$ cat src/rtl/clock_divider_pkg.sv
// rtl/clock_divider_pkg.sv - shared config type, sanitising rules and defaults for clock_divider_array
//
// Contents:
//   CFG_W        internal width of every period/high/phase/counter value
//   clk_cfg_t    one channel configuration (period, high time, phase)
//   sanitize()   clamps a raw configuration into a safe one
//   default_cfg  builds the reset configuration for a given period
//   DEFAULT_CFG  reset configuration for the nominal 100 MHz / 1 Hz case

package clock_divider_pkg;

    // All per-channel arithmetic is done at this width; top-level WIDTH
    // must not exceed it.
    localparam int CFG_W = 32;

    localparam logic [CFG_W-1:0] MIN_PERIOD = CFG_W'(2);

    typedef struct packed {
        logic [CFG_W-1:0] period;
        logic [CFG_W-1:0] high;
        logic [CFG_W-1:0] phase;
    } clk_cfg_t;

    // period below 2 would make the wrap compare degenerate, so it is raised
    // to 2. A phase outside the (clamped) period restarts at 0. high needs no
    // clamp: 0 compares false forever and >= period compares true forever,
    // which gives the constant-low / constant-high behaviour directly.
    function automatic clk_cfg_t sanitize(input clk_cfg_t raw);
        clk_cfg_t c;
        c = raw;
        if (raw.period < MIN_PERIOD) begin
            c.period = MIN_PERIOD;
        end
        if (raw.phase >= c.period) begin
            c.phase = '0;
        end
        return c;
    endfunction

    function automatic clk_cfg_t default_cfg(input logic [CFG_W-1:0] period);
        clk_cfg_t c;
        c.period = period;
        c.high   = period >> 1;
        c.phase  = '0;
        return sanitize(c);
    endfunction

    localparam clk_cfg_t DEFAULT_CFG = '{
        period: CFG_W'(100_000_000),
        high:   CFG_W'(50_000_000),
        phase:  '0
    };

endpackage

$ cat src/rtl/clock_divider_channel.sv
// rtl/clock_divider_channel.sv - one programmable divider channel with shadowed config
//
// Ports:
//   clk_i        sole clock
//   reset_n_i    synchronous active-low reset
//   enable_i     run enable; rising edge restarts at phase, low holds cnt at 0
//   sync_i       one-cycle restart strobe (ignored while disabled)
//   cfg_we_i     config write strobe; taken only while no shadow is pending
//   cfg_period_i raw period (sanitised on accept)
//   cfg_high_i   raw high time
//   cfg_phase_i  raw start count
//   pending_o    shadow config staged but not yet active
//   clock_o      registered divided clock
//   rise_o       strobe in the first cycle clock_o is high
//   fall_o       strobe in the first cycle clock_o is low

module clock_divider_channel
    import clock_divider_pkg::*;
#(
    parameter int DEFAULT_PERIOD = 100_000_000
) (
    input  logic             clk_i,
    input  logic             reset_n_i,
    input  logic             enable_i,
    input  logic             sync_i,
    input  logic             cfg_we_i,
    input  logic [CFG_W-1:0] cfg_period_i,
    input  logic [CFG_W-1:0] cfg_high_i,
    input  logic [CFG_W-1:0] cfg_phase_i,
    output logic             pending_o,
    output logic             clock_o,
    output logic             rise_o,
    output logic             fall_o
);

    localparam clk_cfg_t RST_CFG = default_cfg(CFG_W'(DEFAULT_PERIOD));

    clk_cfg_t         active_q, active_d;
    clk_cfg_t         shadow_q, shadow_d;
    clk_cfg_t         cfg_use;
    clk_cfg_t         cfg_raw;
    logic             pending_q, pending_d;
    logic [CFG_W-1:0] cnt_q, cnt_d;
    logic             clock_q, clock_d;
    logic             rise_q, rise_d;
    logic             fall_q, fall_d;
    logic             en_q;

    logic             en_rise;
    logic             restart;
    logic             wrap;
    logic             apply;

    always_comb begin
        cfg_raw.period = cfg_period_i;
        cfg_raw.high   = cfg_high_i;
        cfg_raw.phase  = cfg_phase_i;

        en_rise = enable_i & ~en_q;
        // sync only restarts a channel that stays enabled; a simultaneous
        // disable takes priority because enable_i gates it here.
        restart = enable_i & (en_rise | sync_i);
        // >= rather than == keeps the counter bounded even if cnt ever sits
        // outside the active period.
        wrap    = (cnt_q >= (active_q.period - CFG_W'(1)));

        // The shadow is swapped in at any point where the counter restarts
        // anyway (wrap, sync, enable edge) or when nothing is running.
        apply   = pending_q & (~enable_i | restart | wrap);
        cfg_use = apply ? shadow_q : active_q;

        active_d  = cfg_use;
        shadow_d  = shadow_q;
        pending_d = pending_q & ~apply;

        // apply requires pending_q, and accept requires ~pending_q, so the
        // two never collide.
        if (cfg_we_i && !pending_q) begin
            shadow_d  = sanitize(cfg_raw);
            pending_d = 1'b1;
        end

        if (!enable_i) begin
            cnt_d = '0;
        end else if (restart) begin
            cnt_d = cfg_use.phase;
        end else if (wrap) begin
            cnt_d = '0;
        end else begin
            cnt_d = cnt_q + CFG_W'(1);
        end

        // The level is computed from the counter value it will be held with,
        // so clock_o always matches cnt_q in the same cycle.
        clock_d = enable_i & (cnt_d < cfg_use.high);
        rise_d  = clock_d & ~clock_q;
        fall_d  = ~clock_d & clock_q;
    end

    always_ff @(posedge clk_i) begin
        if (!reset_n_i) begin
            active_q  <= RST_CFG;
            shadow_q  <= RST_CFG;
            pending_q <= 1'b0;
            cnt_q     <= '0;
            clock_q   <= 1'b0;
            rise_q    <= 1'b0;
            fall_q    <= 1'b0;
            en_q      <= 1'b0;
        end else begin
            active_q  <= active_d;
            shadow_q  <= shadow_d;
            pending_q <= pending_d;
            cnt_q     <= cnt_d;
            clock_q   <= clock_d;
            rise_q    <= rise_d;
            fall_q    <= fall_d;
            en_q      <= enable_i;
        end
    end

    assign pending_o = pending_q;
    assign clock_o   = clock_q;
    assign rise_o    = rise_q;
    assign fall_o    = fall_q;

endmodule

$ cat src/rtl/clock_divider_array.sv
// rtl/clock_divider_array.sv - NCH-channel programmable clock/pulse generator
//
// Parameters:
//   NCH            channel count, 1..16
//   WIDTH          period/high/phase width (<= clock_divider_pkg::CFG_W)
//   DEFAULT_PERIOD reset period; reset high = DEFAULT_PERIOD/2, phase = 0
//   CHW            channel-select width (derived, minimum 1)
//
// Ports:
//   clk        sole clock
//   reset_n    synchronous active-low reset
//   enable     per-channel run enable
//   sync       restart all enabled channels at their phase
//   cfg_valid  config write request
//   cfg_ready  config accepted when valid && ready (combinational on cfg_ch)
//   cfg_ch     target channel
//   cfg_period period in clk cycles
//   cfg_high   high time in clk cycles
//   cfg_phase  start count used on enable or sync
//   pending    per-channel staged-config flag
//   clock      per-channel divided clock, registered
//   rise/fall  per-channel edge strobes, registered

module clock_divider_array
    import clock_divider_pkg::*;
#(
    parameter int NCH            = 4,
    parameter int WIDTH          = 32,
    parameter int DEFAULT_PERIOD = 100_000_000,
    parameter int CHW            = (NCH > 1) ? $clog2(NCH) : 1
) (
    input  logic             clk,
    input  logic             reset_n,
    input  logic [NCH-1:0]   enable,
    input  logic             sync,
    input  logic             cfg_valid,
    output logic             cfg_ready,
    input  logic [CHW-1:0]   cfg_ch,
    input  logic [WIDTH-1:0] cfg_period,
    input  logic [WIDTH-1:0] cfg_high,
    input  logic [WIDTH-1:0] cfg_phase,
    output logic [NCH-1:0]   pending,
    output logic [NCH-1:0]   clock,
    output logic [NCH-1:0]   rise,
    output logic [NCH-1:0]   fall
);

    // Selects beyond NCH (non-power-of-two NCH) read as "not pending":
    // such writes are accepted and land nowhere rather than stalling.
    localparam int NPAD = 1 << CHW;

    logic [NPAD-1:0]  pending_pad;
    logic [CFG_W-1:0] period_w;
    logic [CFG_W-1:0] high_w;
    logic [CFG_W-1:0] phase_w;

    assign period_w = CFG_W'(cfg_period);
    assign high_w   = CFG_W'(cfg_high);
    assign phase_w  = CFG_W'(cfg_phase);

    always_comb begin
        pending_pad          = '0;
        pending_pad[NCH-1:0] = pending;
        cfg_ready            = ~pending_pad[cfg_ch];
    end

    for (genvar i = 0; i < NCH; i++) begin : g_ch
        logic cfg_we;

        // The channel itself refuses writes while pending, which is exactly
        // the cfg_ready condition for this channel.
        assign cfg_we = cfg_valid & (cfg_ch == CHW'(i));

        clock_divider_channel #(
            .DEFAULT_PERIOD (DEFAULT_PERIOD)
        ) u_ch (
            .clk_i        (clk),
            .reset_n_i    (reset_n),
            .enable_i     (enable[i]),
            .sync_i       (sync),
            .cfg_we_i     (cfg_we),
            .cfg_period_i (period_w),
            .cfg_high_i   (high_w),
            .cfg_phase_i  (phase_w),
            .pending_o    (pending[i]),
            .clock_o      (clock[i]),
            .rise_o       (rise[i]),
            .fall_o       (fall[i])
        );
    end

endmodule

$ cat config.mk
export PLATFORM = sky130hd
export DESIGN_NAME = clock_divider_array
export DESIGN_NICKNAME = d
export VERILOG_FILES = /design/src/rtl/clock_divider_pkg.sv /design/src/rtl/clock_divider_channel.sv /design/src/rtl/clock_divider_array.sv
export SDC_FILE = /design/constraint.sdc
export NUM_CORES = 2
export LEC_CHECK = 0
export ABC_AREA = 0
export CAP_MARGIN = 10
export CORE_AREA = 2 2 297 299
export CTS_CLUSTER_DIAMETER = 150
export DETAILED_ROUTE_END_ITERATION = 7
export DIE_AREA = 0 0 299 301
export GPL_TIMING_DRIVEN = 0
export PLACE_DENSITY_LB_ADDON = 0.25
export SLEW_MARGIN = 20
export SYNTH_ARGS = -nofsm -noshare
export SYNTH_HDL_FRONTEND = slang
export SYNTH_SLANG_ARGS = --single-unit
$ cat constraint.sdc
create_clock -name clk -period 6.85 [get_ports clk]
set_input_delay 1.37 -clock clk [delete_from_list [all_inputs] [get_ports clk]]
set_output_delay 1.37 -clock clk [all_outputs]
set_load 0.05 [all_outputs]
# Word-level counts from Yosys, hierarchy flattened
# Index checks and enable logic that the tools add are counted.
[totals] regBits=916 latch_bits=0 ram_bits=0 rom_bits=0 out_inout_bits=17 elab_cells=178 n_memories=0
[op_classes] addsub=8 multipliers=0 div=0 magnitude_cmp=14 eq_ne=3 shift=0 muxes=31 bitwise_logic=65 n_reduce_logical=9
[op_table] op="$mux 32" n=21
[op_table] op="$ge 32x32->1" n=8
[op_table] op="$mux 64" n=4
[op_table] op="$add 32x1->32 const B" n=4
[op_table] op="$lt 32x32->1" n=4
[op_table] op="$sub 32x1->32 const B" n=4
[op_table] op="$and 1x1->1" n=32
[op_table] op="$lt 32x2->1 const B" n=1
[op_table] op="$not 1->1" n=21
[op_table] op="$or 1x1->1" n=12
[op_table] op="$mux 1" n=5
[op_table] op="$eq 2x2->1 const B" n=2
[op_table] op="$logic_and 1x1->1" n=4
[op_table] op="$logic_not 1->1" n=4
[op_table] op="$lt 2x3->1 const B" n=1
[op_table] op="$bmux 1 s2" n=1
[op_table] op="$eq 2x1->1 const B" n=1
[op_table] op="$logic_not 2->1" n=1

# Depth between registers and ports, before layout
[logic_depth] depth_word=14 depth_mapped=25 ltp_nobuf=24

# Modules after synthesis
# Synthesis repeated with hierarchy kept, for this count alone.
[hier_totals] cells_unflattened=5325 area_unflattened_um2=45542.4
[modules_own_cells] module="clock_divider_channel (g_ch[0].u_ch ...)" instances=2 cells_per_inst=1327 area_each_um2=11222.0 seq_area_each_um2=4584.4
[modules_own_cells] module="clock_divider_channel (g_ch[3].u_ch)" instances=1 cells_per_inst=1399 area_each_um2=11863.9 seq_area_each_um2=4584.4
[modules_own_cells] module="clock_divider_channel (g_ch[1].u_ch)" instances=1 cells_per_inst=1265 area_each_um2=11175.7 seq_area_each_um2=4584.4
[modules_own_cells] module="clock_divider_array" instances=1 cells_per_inst=7 area_each_um2=58.8 seq_area_each_um2=0.0

# Worst setup path before layout
# Ideal clock, no wire load.
[synth_timing] path_kind="register to register" from="register g_ch[2].u_ch.active_q[70] (netlist name)" to="register g_ch[2].u_ch.rise_q" setup_time_ns=0.092 t_arrival_ns=5.818 t_required_ns=6.758 setup_slack_ns=0.940 path_stages_with_launch=23 path_buffers=1 cell_sequence="dfxtp_1 -> or4_1 -> or4_1 -> or2_2 -> nor4_1 -> xnor2_1 -> ha_1 -> a21oi_1 -> o21ai_1 -> a2111oi_0 -> nand2_1 -> o21ai_2 -> buf_4 -> mux2i_1 -> o22ai_1 -> ha_1 -> a21o_1 -> a21o_1 -> a21oi_1 -> nor2_1 -> or4_1 -> or2_2 -> nor4_1"
[synth_between] elab_chain_cells=10 word_cells_on_any_way=11
[synth_lines] element="start, declared" line_no="clock_divider_channel.sv:38" text="clk_cfg_t active_q, active_d;"
[synth_lines] element="start signal, assigned" line_no="clock_divider_channel.sv:111" text="active_q <= active_d;"
[synth_lines] element="$sub 32x1->32 *" line_no="clock_divider_channel.sv:65" text="wrap = (cnt_q >= (active_q.period - CFG_W'(1)));"
[synth_lines] element="$ge 32x32->1 *" line_no="clock_divider_channel.sv:65"
[synth_lines] element="$or 1x1->1" line_no="clock_divider_channel.sv:69" text="apply = pending_q & (~enable_i | restart | wrap);"
[synth_lines] element="$and 1x1->1" line_no="clock_divider_channel.sv:69"
[synth_lines] element="$mux 64" line_no="clock_divider_channel.sv:70" text="cfg_use = apply ? shadow_q : active_q;"
[synth_lines] element="$mux 32 *" line_no="clock_divider_channel.sv:85" text="end else if (restart) begin"
[synth_lines] element="$mux 32 *" line_no="clock_divider_channel.sv:83" text="if (!enable_i) begin"
[synth_lines] element="via g_ch[2].u_ch.cnt_d[25]" line_no="clock_divider_channel.sv:43" text="logic [CFG_W-1:0] cnt_q, cnt_d;"
[synth_lines] element="$lt 32x32->1 *" line_no="clock_divider_channel.sv:95" text="clock_d = enable_i & (cnt_d < cfg_use.high);"
[synth_lines] element="$and 1x1->1 *" line_no="clock_divider_channel.sv:95"
[synth_lines] element="$and 1x1->1 *" line_no="clock_divider_channel.sv:96" text="rise_d = clock_d & ~clock_q;"
[synth_lines] element="end signal, assigned" line_no="clock_divider_channel.sv:116" text="rise_q <= rise_d;"
[synth_lines] element="end, declared" line_no="clock_divider_channel.sv:45" text="logic rise_q, rise_d;"
# The timed path passes the listed nets; every way through them passes the cells marked *.
# A chain may end at the register's enable or synchronous reset.

# Final worst setup path
# Same ends and word-level chain as after synthesis.

==> metrics.txt <==
number of primary I/O pins 123; slew of the pin with the lowest slew margin approximately 1.2 ns; Max-Slew Margin vs Limit between 10% and 20%; Num CTS Buffers slightly below 100; CP max FO 10; final slew viol count 0; post-detail-place hpwl between 100000 and 150000 um; Die X-Extent roughly 300 um; P&R area growth vs syn 15.3%; detailed-routing iteration count for the pre-antenna-repair pass 6; final hold slack around 0.45 ns; category of cells accounting for the largest share of critical-path delay simple AND/OR/NAND/NOR gates; Period Utilization, post-route about 100%; clock insertion delay at the later pin of the skew report ~0.7 ns; Hold/Removal Path Class flop to flop; share of the synthesized area in the top cell type between 40 and 50%; slowest stage delay, CP roughly 0.60 ns; clock tree from TritonCTS done; required time reported for the critical path endpoint ~7.4 ns; layout cells sized above 1 under 10%; Critical Path Source Type flop; depth of the CTS H-tree 3; reported max-cap violation count 0; average via count per standard cell between 5 and 6; overall via count from detail_route 38.6k; fraction of the yosys area taken by sequential cells between 40% and 50%; number of synthesized flops with an enable pin 0; maximum clock skew at final layout 0.0236 ns; fin util roughly 57%; master cell of the clock root buffer clkbuf_16; post-synthesis register bit count 916; setup ws final about 0.20 ns; instance count on the critical path 24; Clk pin slew, worst setup/hold paths about 0.06 ns; Cell Chain, Critical Path or4_1 > or4_4 > nor2_4 > nand2_1 > nor3_1 > xnor2_1 > ha_1 > a21oi_1 > o21ai_0 > a2111oi_2 > nand2_1 > buf_4 > o21ai_4 > buf_12 > mux2i_4 > o22ai_1 > ha_1 > a21oi_1 > nor2b_1 > o21ai_1 > o21ai_0 > or4_1 > or2_2 > nor4_4; instance count of the mapped netlist 4990; Post-Place Worst Slack -0.504 ns; # nets final roughly 5.6k; Total Routed Length 161000 um; worst-case reg-to-reg path depth 24; number of buffers on the longest clock path 3; setup violators final 0; Synth Warn # 0; maximum number of pins on one net before global-route repair 17; core footprint between 80000 and 90000 um2; Critical Path Sink Type flop; Port Buf Inserts 120; starting DRC count in detailed routing slightly above 4k; vias in the first global route 35.5k; FILL cells 7816; DRC violation count after routing 0; WP data arrival a little over 7 ns; Post-Synthesis Cell Area 43100 um2; crit path time final 6.65 ns; largest voltage drop on the vdd net roughly 0.20 mV; cell types with the largest area share after synthesis dfxtp_1, ha_1, nand2_1; cell accounting for the most synthesized area dfxtp_1; post-synthesis average cell area 8.63 um2; wire length per cell around 25 um; run status finished, final reports clean; Critical Setup Path Class flop to flop; Slowest-stage cell, CP or4_1; area of the die between 80000 and 90000 um2; count of hold buffers inserted by post-cts repair 0; antenna-violating nets left 0; CP Buf/Inv Count 2; # clock sinks about 900; Routability Congestion about 1; Unique masters post-synth 83; first-pass GRT wire length around 230000 um; initial core utilization 49.8%; synthesized net count approximately 5.4k; fmax between 0.15 and 0.2 GHz; die height ~300 um; overall fraction of global-route tracks in use around a third; initial antenna violation count 17; Leak Pwr 21.2 nW; total overflow reported by the global router 0; Rows roughly 110; power density over cell area approximately 240 nW/um2; number of endpoints with negative hold slack in the final report 0; number of cells on the worst hold path 2; Primary FF master, synth dfxtp_1; share of synthesized registers carrying an async set or reset 0%
tightest hold or removal path: stages, from the launching register on:
cell and delay (ns):
dfxtp_1 0.31, nand2_1 0.05, a21oi_1 0.05
kinds of logic after synthesis:
family / Yosys count / share of synthesized area [%]
multiplexers: 328 / 7.63
buffers and inverters: 378 / 3.74
AO/OA/AOI/OAI: 872 / 12.5
adder cells (fa/ha/maj): 292 / 8.48
XOR/XNOR: 237 / 4.82
flip-flops: 916 / 42.6
AND/OR/NAND/NOR: 1967 / 20.2
final timing paths:
check | startpoint | endpoint | slack, ns
setup reg to reg | g_ch[2].u_ch.active_q[70] | g_ch[2].u_ch.rise_o | 0.20
setup / recovery | g_ch[2].u_ch.active_q[70] | g_ch[2].u_ch.rise_o | 0.20
hold / removal | g_ch[0].u_ch.shadow_q[75] | g_ch[0].u_ch.active_q[75] | 0.45
hold reg to reg | g_ch[0].u_ch.shadow_q[75] | g_ch[0].u_ch.active_q[75] | 0.45
report_power, final:
part	leakage, nW	internal [mW]	switching [mW]
registers	7.42	5.43	0.0758
clock network	1.67	3.39	2.32
logic	12.2	0.246	0.661
total	21.2	9.06	3.06
cells in the mapped netlist, types with 5 or more instances:
cell / count
a2111oi_0: 7
a211oi_1: 13
a21o_1: 33
a21oi_1: 321
a311o_1: 19
a32oi_1: 31
and2_1: 39
and3_1: 42
and4_1: 11
buf_1: 10
buf_2: 21
buf_4: 36
clkbuf_1: 228
dfxtp_1: 916
ha_1: 292
inv_1: 78
mux2i_1: 326
nand2_1: 946
nand2b_1: 17
nand3_1: 210
nand3b_1: 7
nand4_1: 80
nor2_1: 398
nor2b_1: 14
nor3_1: 94
nor4_1: 42
nor4b_1: 5
o211a_1: 6
o211ai_1: 57
o21a_1: 16
o21ai_0: 174
o22ai_1: 117
o31a_1: 7
o32ai_1: 12
or2_2: 7
or3_1: 19
or4_1: 18
xnor2_1: 150
xor2_1: 87
metrics by stage:
stage	power, mW	instance area [um2]	cells	setup TNS, ns
finish	12.1	49700	6465	0
global route	12.4	49600	6451	-0.0863
CTS	12.1	49300	6445	0
detailed placement	6.47	45800	6268	-2.29
global placement	6.46	45700	6265	-196.72
floorplan	6.02	43100	4990	0
routing by layer:
metal / track usage (%) / part of all wire (%) / vias up
li1: - / - / 18000
met2: 50.4 / 41 / 1806
met1: 45.4 / 41 / 18400
met3: 9.43 / 11 / 416
met4: 23.3 / 7.5 / 18
met5: 1.43 / 0.18 / -
sequential cells by signal, summed over array words and instances (netlist names):
| register | flops |
|---|---|
| g_ch.u_ch.cnt_q | 128 |
| g_ch.u_ch.pending_o | 4 |
| g_ch.u_ch.fall_o | 4 |
| g_ch.u_ch.en_q | 4 |
| g_ch.u_ch.shadow_q | 384 |
| g_ch.u_ch.clock_o | 4 |
| g_ch.u_ch.rise_o | 4 |
| g_ch.u_ch.active_q | 384 |
cell usage in the layout (no fill, tap or decap), types with 15 or more instances in the layout:
cell,count
nand2_1,946
dfxtp_1,916
nor2_1,393
a21oi_1,321
mux2i_1,309
ha_1,292
clkbuf_1,232
nand3_1,210
o21ai_0,171
xnor2_1,150
clkdlybuf4s50_1,120
o22ai_1,117
clkbuf_16,99
nor3_1,88
xor2_1,87
nand4_1,80
inv_1,78
o211ai_1,57
and3_1,42
buf_4,40
and2_1,39
nor4_1,35
a21o_1,33
a32oi_1,31
buf_2,20
a311o_1,19
or3_1,19
clkbuf_8,18
nand2b_1,17
or4_1,16
diode_2,15
o21a_1,15
repair_timing:
item / in CTS / in global routing
setup buffers: 1 / 5
cloned: 0 / 0
endpoints found under the setup margin: 11 / 12
gates resized for setup: 23 / 62
pin swaps: 1 / 6
final cells by class:
type                       count  area, um2  area share, %
clock inverter                43        657           1.32
multi-input combinational   3696      23400           47.2
buffer                       299       1370           2.75
sequential                   916      18300           36.9
timing repair buffer         129       1290           2.60
inverter                      79        297          0.597
tap                         1155       1450           2.91
antenna                       15       37.5         0.0756
clock buffer                 133       2790           5.61
Note: power is estimated with default switching activity, not from simulation.
